`config.mk`:
```
export PLATFORM = sky130hd
export DESIGN_NAME = pll_lock_sequencer
export DESIGN_NICKNAME = d
export VERILOG_FILES = /design/src/rtl/pll_lock_sequencer.sv
export SDC_FILE = /design/constraint.sdc
export NUM_CORES = 1
export LEC_CHECK = 0
export CAP_MARGIN = 20
export CORE_UTILIZATION = 50
export CTS_CLUSTER_SIZE = 20
export DETAILED_ROUTE_END_ITERATION = 16
export PLACE_DENSITY = 0.83
export SLEW_MARGIN = 20
export SYNTH_ARGS = -nofsm -noshare
export SYNTH_HDL_FRONTEND = slang
export SYNTH_SLANG_ARGS = --single-unit
export TNS_END_PERCENT = 5
```
`constraint.sdc`:
```
create_clock -name clkin -period 2.3 [get_ports clkin]
set_clock_uncertainty 0.1 [all_clocks]
set_input_delay 0.46 -clock clkin [delete_from_list [all_inputs] [get_ports clkin]]
set_output_delay 0.46 -clock clkin [all_outputs]
set_load 0.01 [all_outputs]
```
`src/rtl/pll_lock_sequencer.sv`:
```
// rtl/pll_lock_sequencer.sv - PLL bring-up, staggered clock-output enable and lock supervision
module pll_lock_sequencer #(
  parameter int NUM_OUT             = 4,
  parameter int POWERUP_CYCLES      = 16,
  parameter int LOCK_STABLE_CYCLES  = 64,
  parameter int LOCK_TIMEOUT_CYCLES = 4096,
  parameter int STAGGER_CYCLES      = 4,
  parameter int MAX_RETRIES         = 3
) (
  input  logic               clkin,
  input  logic               resetn,
  input  logic               enable,
  input  logic               pll_lock,
  output logic               pllen,
  output logic               pll_resetn,
  output logic [NUM_OUT-1:0] clkout_en,
  output logic               ready,
  output logic               fault,
  output logic [1:0]         retry_cnt,
  output logic [2:0]         state
);

  typedef enum logic [2:0] {
    S_IDLE      = 3'd0,
    S_PWRUP     = 3'd1,
    S_WAIT_LOCK = 3'd2,
    S_ENABLE    = 3'd3,
    S_RUN       = 3'd4,
    S_RETRY     = 3'd5,
    S_FAULT     = 3'd6
  } state_t;

  localparam int SEQ_MAX = (POWERUP_CYCLES > STAGGER_CYCLES) ? POWERUP_CYCLES : STAGGER_CYCLES;
  localparam int SEQ_W   = $clog2(SEQ_MAX + 1);
  localparam int STB_W   = $clog2(LOCK_STABLE_CYCLES + 1);
  localparam int TMO_W   = $clog2(LOCK_TIMEOUT_CYCLES + 1);

  localparam logic [SEQ_W-1:0]   PWR_LAST = SEQ_W'(POWERUP_CYCLES - 1);
  localparam logic [SEQ_W-1:0]   STG_LAST = SEQ_W'(STAGGER_CYCLES - 1);
  localparam logic [STB_W-1:0]   STB_DONE = STB_W'(LOCK_STABLE_CYCLES);
  localparam logic [TMO_W-1:0]   TMO_DONE = TMO_W'(LOCK_TIMEOUT_CYCLES);
  localparam logic [NUM_OUT-1:0] EN_ALL   = {NUM_OUT{1'b1}};
  localparam logic [NUM_OUT-1:0] EN_ONE   = NUM_OUT'(1);

  state_t             state_q, state_d;
  logic               sync_q, lock_s_q;
  logic [SEQ_W-1:0]   seq_q, seq_d;
  logic [STB_W-1:0]   stb_q, stb_d, stb_nx;
  logic [TMO_W-1:0]   tmo_q, tmo_d, tmo_nx;
  logic [NUM_OUT-1:0] en_q, en_d;
  logic [1:0]         retry_q, retry_d, retry_inc;
  logic               pllen_q, pllen_d;
  logic               prst_q, prst_d;
  logic               ready_q, ready_d;
  logic               fault_q, fault_d;

  always_comb begin
    state_d   = state_q;
    seq_d     = seq_q;
    stb_d     = stb_q;
    tmo_d     = tmo_q;
    en_d      = en_q;
    retry_d   = retry_q;
    retry_inc = (retry_q == 2'd3) ? 2'd3 : retry_q + 2'd1;
    stb_nx    = !lock_s_q ? '0 : ((stb_q == STB_DONE) ? stb_q : stb_q + STB_W'(1));
    tmo_nx    = (tmo_q == TMO_DONE) ? tmo_q : tmo_q + TMO_W'(1);

    case (state_q)
      S_IDLE: begin
        if (enable) begin
          state_d = S_PWRUP;
          seq_d   = '0;
          retry_d = 2'd0;
        end
      end
      S_PWRUP: begin
        if (seq_q == PWR_LAST) begin
          state_d = S_WAIT_LOCK;
          stb_d   = '0;
          tmo_d   = '0;
        end else begin
          seq_d = seq_q + SEQ_W'(1);
        end
      end
      S_WAIT_LOCK: begin
        stb_d = stb_nx;
        tmo_d = tmo_nx;
        // A lock that becomes stable on the timeout cycle still counts.
        if (stb_nx == STB_DONE) begin
          state_d = S_ENABLE;
          seq_d   = '0;
          en_d    = EN_ONE;
        end else if (tmo_nx == TMO_DONE) begin
          state_d = S_RETRY;
          retry_d = retry_inc;
        end
      end
      S_ENABLE: begin
        if (!lock_s_q) begin
          state_d = S_RETRY;
          retry_d = retry_inc;
        end else if (en_q == EN_ALL) begin
          state_d = S_RUN;
          retry_d = 2'd0;
        end else if (seq_q == STG_LAST) begin
          en_d  = (en_q << 1) | EN_ONE;
          seq_d = '0;
        end else begin
          seq_d = seq_q + SEQ_W'(1);
        end
      end
      S_RUN: begin
        if (!lock_s_q) begin
          state_d = S_RETRY;
          retry_d = retry_inc;
        end
      end
      S_RETRY: begin
        if ({30'd0, retry_q} == MAX_RETRIES) begin
          state_d = S_FAULT;
        end else begin
          state_d = S_PWRUP;
          seq_d   = '0;
        end
      end
      S_FAULT: begin
        if (!enable) begin
          state_d = S_IDLE;
          retry_d = 2'd0;
        end
      end
      default: state_d = S_IDLE;
    endcase

    // Shutdown request overrides everything except a latched fault.
    if (!enable && state_q != S_FAULT) begin
      state_d = S_IDLE;
      retry_d = 2'd0;
    end

    if (!(state_d inside {S_ENABLE, S_RUN})) en_d = '0;
    pllen_d = state_d inside {S_PWRUP, S_WAIT_LOCK, S_ENABLE, S_RUN, S_RETRY};
    prst_d  = state_d inside {S_WAIT_LOCK, S_ENABLE, S_RUN};
    ready_d = (state_d == S_RUN);
    fault_d = (state_d == S_FAULT);
  end

  always_ff @(posedge clkin or negedge resetn) begin
    if (!resetn) begin
      state_q  <= S_IDLE;
      sync_q   <= 1'b0;
      lock_s_q <= 1'b0;
      seq_q    <= '0;
      stb_q    <= '0;
      tmo_q    <= '0;
      en_q     <= '0;
      retry_q  <= 2'd0;
      pllen_q  <= 1'b0;
      prst_q   <= 1'b0;
      ready_q  <= 1'b0;
      fault_q  <= 1'b0;
    end else begin
      state_q  <= state_d;
      sync_q   <= pll_lock;
      lock_s_q <= sync_q;
      seq_q    <= seq_d;
      stb_q    <= stb_d;
      tmo_q    <= tmo_d;
      en_q     <= en_d;
      retry_q  <= retry_d;
      pllen_q  <= pllen_d;
      prst_q   <= prst_d;
      ready_q  <= ready_d;
      fault_q  <= fault_d;
    end
  end

  assign pllen      = pllen_q;
  assign pll_resetn = prst_q;
  assign clkout_en  = en_q;
  assign ready      = ready_q;
  assign fault      = fault_q;
  assign retry_cnt  = retry_q;
  assign state      = state_q;

endmodule

```
# Word level (Yosys, flattened, before mapping)
# Cells that the tools add are included.
# totals
register_bits	40
in_bits	4
out_inout_bits	13
wordCells	110
# op_classes
add_sub_neg	4
eq_ne	39
n_mux	42
reduce_logical	13
# ops
operator	n
$mux 5	7
$mux 3	10
$ne 3x3->1 const B	10
$eq 13x13->1 const B	2
$mux 13	2
$pmux 13 s2	1
$pmux 5 s5	1
$mux 7	3
$pmux 3 s7	1
$mux 4	5
$eq 3x3->1 const B	6
$mux 2	9
$eq 7x7->1 const B	2
$ne 2x2->1 const B	7
$pmux 7 s2	1
$reduce_and 7->1	2
$add 13x1->13 const B	1
$eq 3x2->1 const B	4
$pmux 2 s5	1
$reduce_bool 5->1	2
$pmux 4 s2	1
$add 7x1->7 const B	1
$eq 3x1->1 const B	2
$reduce_bool 6->1	1
other kinds (15)	16

# Depth between registers and ports, before layout
# depth
word_depth	11
ltp_mapped	9
mapped_depth_nobuf	9

# Least setup slack after synthesis
# Ideal clock, no wire load.
# synth_path
path_kind	register to register
startpoint	register tmo_q[0]
endpoint	register retry_q[1] (netlist: retry_cnt[1])
setup_ps	104
t_arrival_ps	2152
required_ps	2096
setup_slack_ps	-56
stages_incl_launch_ff	10
n_path_buf	1
period_less_slack_ps	2356
cell_sequence	dfrtp_1 > buf_2 > inv_1 > ha_1 > nor4b_1 > nand4_1 > mux2i_1 > a2111oi_4 > nand3_2 > o41ai_2
# synth_via
elab_chain_cells	5
word_cells_on_any_way	6
cone_classes	1 x add/sub; 3 x eq/ne; 1 x mux; 1 x reduce/logical
# synth_lines
element	line_no	rtl
start: declaration	49	logic [TMO_W-1:0] tmo_q, tmo_d, tmo_nx;
start signal: assignment	168	tmo_q <= tmo_d;
$add 13x1->13 / $eq 13x13->1 (equally long branches)	66	tmo_nx = (tmo_q == TMO_DONE) ? tmo_q : tmo_q + TMO_W'(1);
$mux 13 (*)	66	
$eq 13x13->1 (*)	93	end else if (tmo_nx == TMO_DONE) begin
$ne 3x3->1 (no line) (*)	--	
$reduce_and 7->1 (no line) (*)	--	
end signal: assignment	170	retry_q <= retry_d;
end: declaration	51	logic [1:0] retry_q, retry_d, retry_inc;
# Every way passes the cells marked *; elsewhere a longest branch is shown, timed or not.
# A chain may end at the register's enable or synchronous reset.

# Worst setup path in the final report
# layout_path
startpoint	register tmo_q[0]
endpoint	register retry_q[0] (netlist: retry_cnt[0])
# The elaborated chain is that of the path after synthesis.

==> metrics <==
busiest grt layer=met2; Pre-Repair DR Iteration Count=4; largest net degree at the start of global routing=41; Cell Int Power=1070 uW; H-tree depth=2; vias per cell=6.05; # setup viols final=4; HPWL Detailed=4730 microns; Main synth FF type=dfrtp_1; worst skew pair latency=290 ps; Synth area leader=dfrtp_1; VDD IR-drop max=0.487 mV; switching share of power=0.223; switching power=306 uW; gr usage total=0.241; Worst R2R Setup Slack=-90 ps; sequential share of power=0.521; Post-DP Area=3190 sq um; reg-to-reg critical path endpoint=retry_cnt[0]; num ports=17; Nets=375; area of the multi-input gates=1660 sq um; period utilisation layout=1.04; Tmin final=2390 ps; Post-synth ARST share=1.00; Num CTS Buffers=5; filler instances=462; GP Congestion=0.861; worst path arrival time=2500 ps; number of synthesized flops with an enable pin=0; FF+latch count, synth=40; Clk pin slew, worst setup/hold paths=80 ps; register area share after synthesis=0.354; worst r2r src=tmo_q[0]; Post-DRT Antenna Nets=0; share of layout cells above drive strength 1=0.232; Storage cell area=1000 sq um; global-route wire length before repair=11600 microns; worst-margin pin slew=514 ps; GR Overflow Total=0; Die Y=77.2 microns; CP Class=reg -> reg; Final Hold Viols=0; crit-path max FO=9; Reg2Reg Depth=9; core area=5470 sq um; Layout area overhead=20.1%; dominant cells by area after synthesis=dfrtp_1 35%, o21ai_0 5.8%, nand2_1 3.7%, nand3_1 3.4%, a21oi_1 2.7%; total number of vias=2652; CTS Root Cell=clkbuf_8; TNS Setup=-263 ps; buffers added on ports=16; Cell variety after synth=70; failing checks=negative setup slack; hold_buf cts=0; Yosys top cell area share=0.354; Post-route DRC=0; met2 Track Usage GR=0.412; GR Util met3=0.0381; row cnt=27; Final Max Tran Viols=0; status=finished with violations; Power Dens Cells=404 nW/um^2; number of global-route vias before repair=2541; Critical Path Source Type=register; DRT iter0 DRCs=216; worst setup margin=-91.9 ps; Clock Path Buffers=2; Crit. End Element=register; clk sinks=40; CTS tree=built; full die area=5970 sq um; met1 usage=0.309; Comb power frac=0.064; Cell Area, Synth=2830 sq um; syn_nets=331; placed insts=425; commonest non-fill, non-tap cell in the layout=buf_4; antenna violations before repair=0; antenna cell count=0; most frequent cells in the layout=41 x buf_4, 38 x dfrtp_1, 30 x o21ai_0; Max Cap Viol=0; Slew headroom=0.657; Post-Syn Area per Cell=8.82 sq um; Detailed Route WL=6720 microns; Synth Warn #=0; Req. time, crit path=2400 ps; clock share of power=0.415; design area=3400 sq um; Die X=77.2 microns; highest clock rate=418 MHz; RSZ-0062 raised after global routing=true; Finished Layout Cells=438; LEAKAGE=0.00145 uW; drt wl/cell=15.3 microns; Synth Instances=321; worst hold path type=in -> async; Initial Utilization=0.517
-- cell families after synthesis --
group,count (synthesis),synth area share
and+or+nand+nor,133,0.267
adders and majority gates,6,0.0265
buffers and inverters,35,0.0769
muxes,4,0.0146
xor gates and xnor gates,4,0.0124
AOI/OAI and AO/OA,99,0.248
DFF,40,0.354
-- worst max-delay path, stage by stage (launching register included) --
cell,delay [ps]
dfrtp_1,410
buf_6,140
buf_4,160
a21bo_2,190
a211oi_1,270
o22ai_1,170
a2111oi_4,400
buf_4,190
a41oi_2,100
o221ai_1,190
-- power by group through the flow --
stage / clock [uW] / combinational (uW) / sequential (uW)
2_1_floorplan: 0 / 43.0 / 728
3_3_place_gp: 0 / 84.4 / 730
3_5_place_dp: 0 / 86.9 / 730
4_1_cts: 580 / 87.9 / 716
5_1_grt: 609 / 98.0 / 717
6_report: 570 / 87.7 / 716
-- worst max-delay path by stage --
stage	slack, ps	startpoint	to	cells past startpoint
after floorplan	60	stb_q[0]	seq_q[3]	9
after global placement	-50	tmo_q[0]	retry_cnt[0]	10
after detailed placement	-200	tmo_q[0]	retry_cnt[0]	10
after CTS	-20	tmo_q[0]	retry_cnt[0]	10
after global routing	-190	tmo_q[0]	ready	8
final	-90	tmo_q[0]	retry_cnt[0]	9
-- flip-flops by register name, summed over array words and instances (netlist names), 2 cells and up --
| signal | flops |
|---|---|
| tmo_q | 13 |
| stb_q | 7 |
| seq_q | 5 |
| clkout_en | 4 |
| state | 3 |
| retry_cnt | 2 |
-- what timing repair did --
action                     in CTS  in global routing
hold endpoints to repair        0                  0
gates resized for setup        13                  7
buffers inserted                5                  0
pin swaps                       7                  4
setup endpoints to repair       8                 18
-- stage by stage --
step	worst slack, ps	utilization	total power, uW	hold slack (ps)
floorplan	55.3	-	771	64.4
global placement	-55.0	0.583	814	238
detailed placement	-198	0.583	817	253
CTS	-24.7	0.619	1380	141
global route	-189	0.621	1420	153
finish	-91.9	0.621	1370	118
-- per-layer routing --
metal / part of all wire / vias to the layer above
li1: - / 1275
met1: 0.44 / 1271
met2: 0.50 / 93
met3: 0.048 / 13
met4: 0.015 / 0
met5: 0 / -
-- synth_stat cells, types with 2 or more instances --
| cell type | count |
|---|---|
| a31o_2 | 4 |
| nor4b_1 | 2 |
| o21bai_1 | 3 |
| nand2_1 | 28 |
| and2_1 | 2 |
| clkbuf_8 | 2 |
| a32o_1 | 3 |
| buf_2 | 4 |
| nand3_1 | 19 |
| o21ai_0 | 33 |
| nor2_1 | 20 |
| dfrtp_1 | 40 |
| and3_1 | 5 |
| nor3_1 | 10 |
| o2bb2ai_1 | 2 |
| a21oi_1 | 15 |
| ha_1 | 6 |
| a41oi_1 | 2 |
| a31oi_1 | 5 |
| a22o_1 | 2 |
| a211oi_1 | 3 |
| nand3_2 | 2 |
| clkbuf_1 | 9 |
| inv_1 | 13 |
| nand4b_1 | 2 |
| xor2_1 | 3 |
| nand3b_1 | 3 |
| o31ai_1 | 6 |
| nand2b_1 | 4 |
| nor2b_1 | 8 |
| mux2i_1 | 3 |
| a21boi_0 | 2 |
| buf_6 | 6 |
| o22ai_1 | 3 |
| or3_1 | 2 |
| nand4_1 | 11 |
-- final cells by class --
| class | count | area share |
|---|---|---|
| clock buffer | 6 | 0.0213 |
| inverter | 13 | 0.0151 |
| tap | 72 | 0.0265 |
| multi-input combinational | 246 | 0.489 |
| sequential | 40 | 0.295 |
| timing repair buffer | 59 | 0.143 |
| clock inverter | 2 | 0.0103 |
Note: power is estimated with default switching activity, not from simulation.
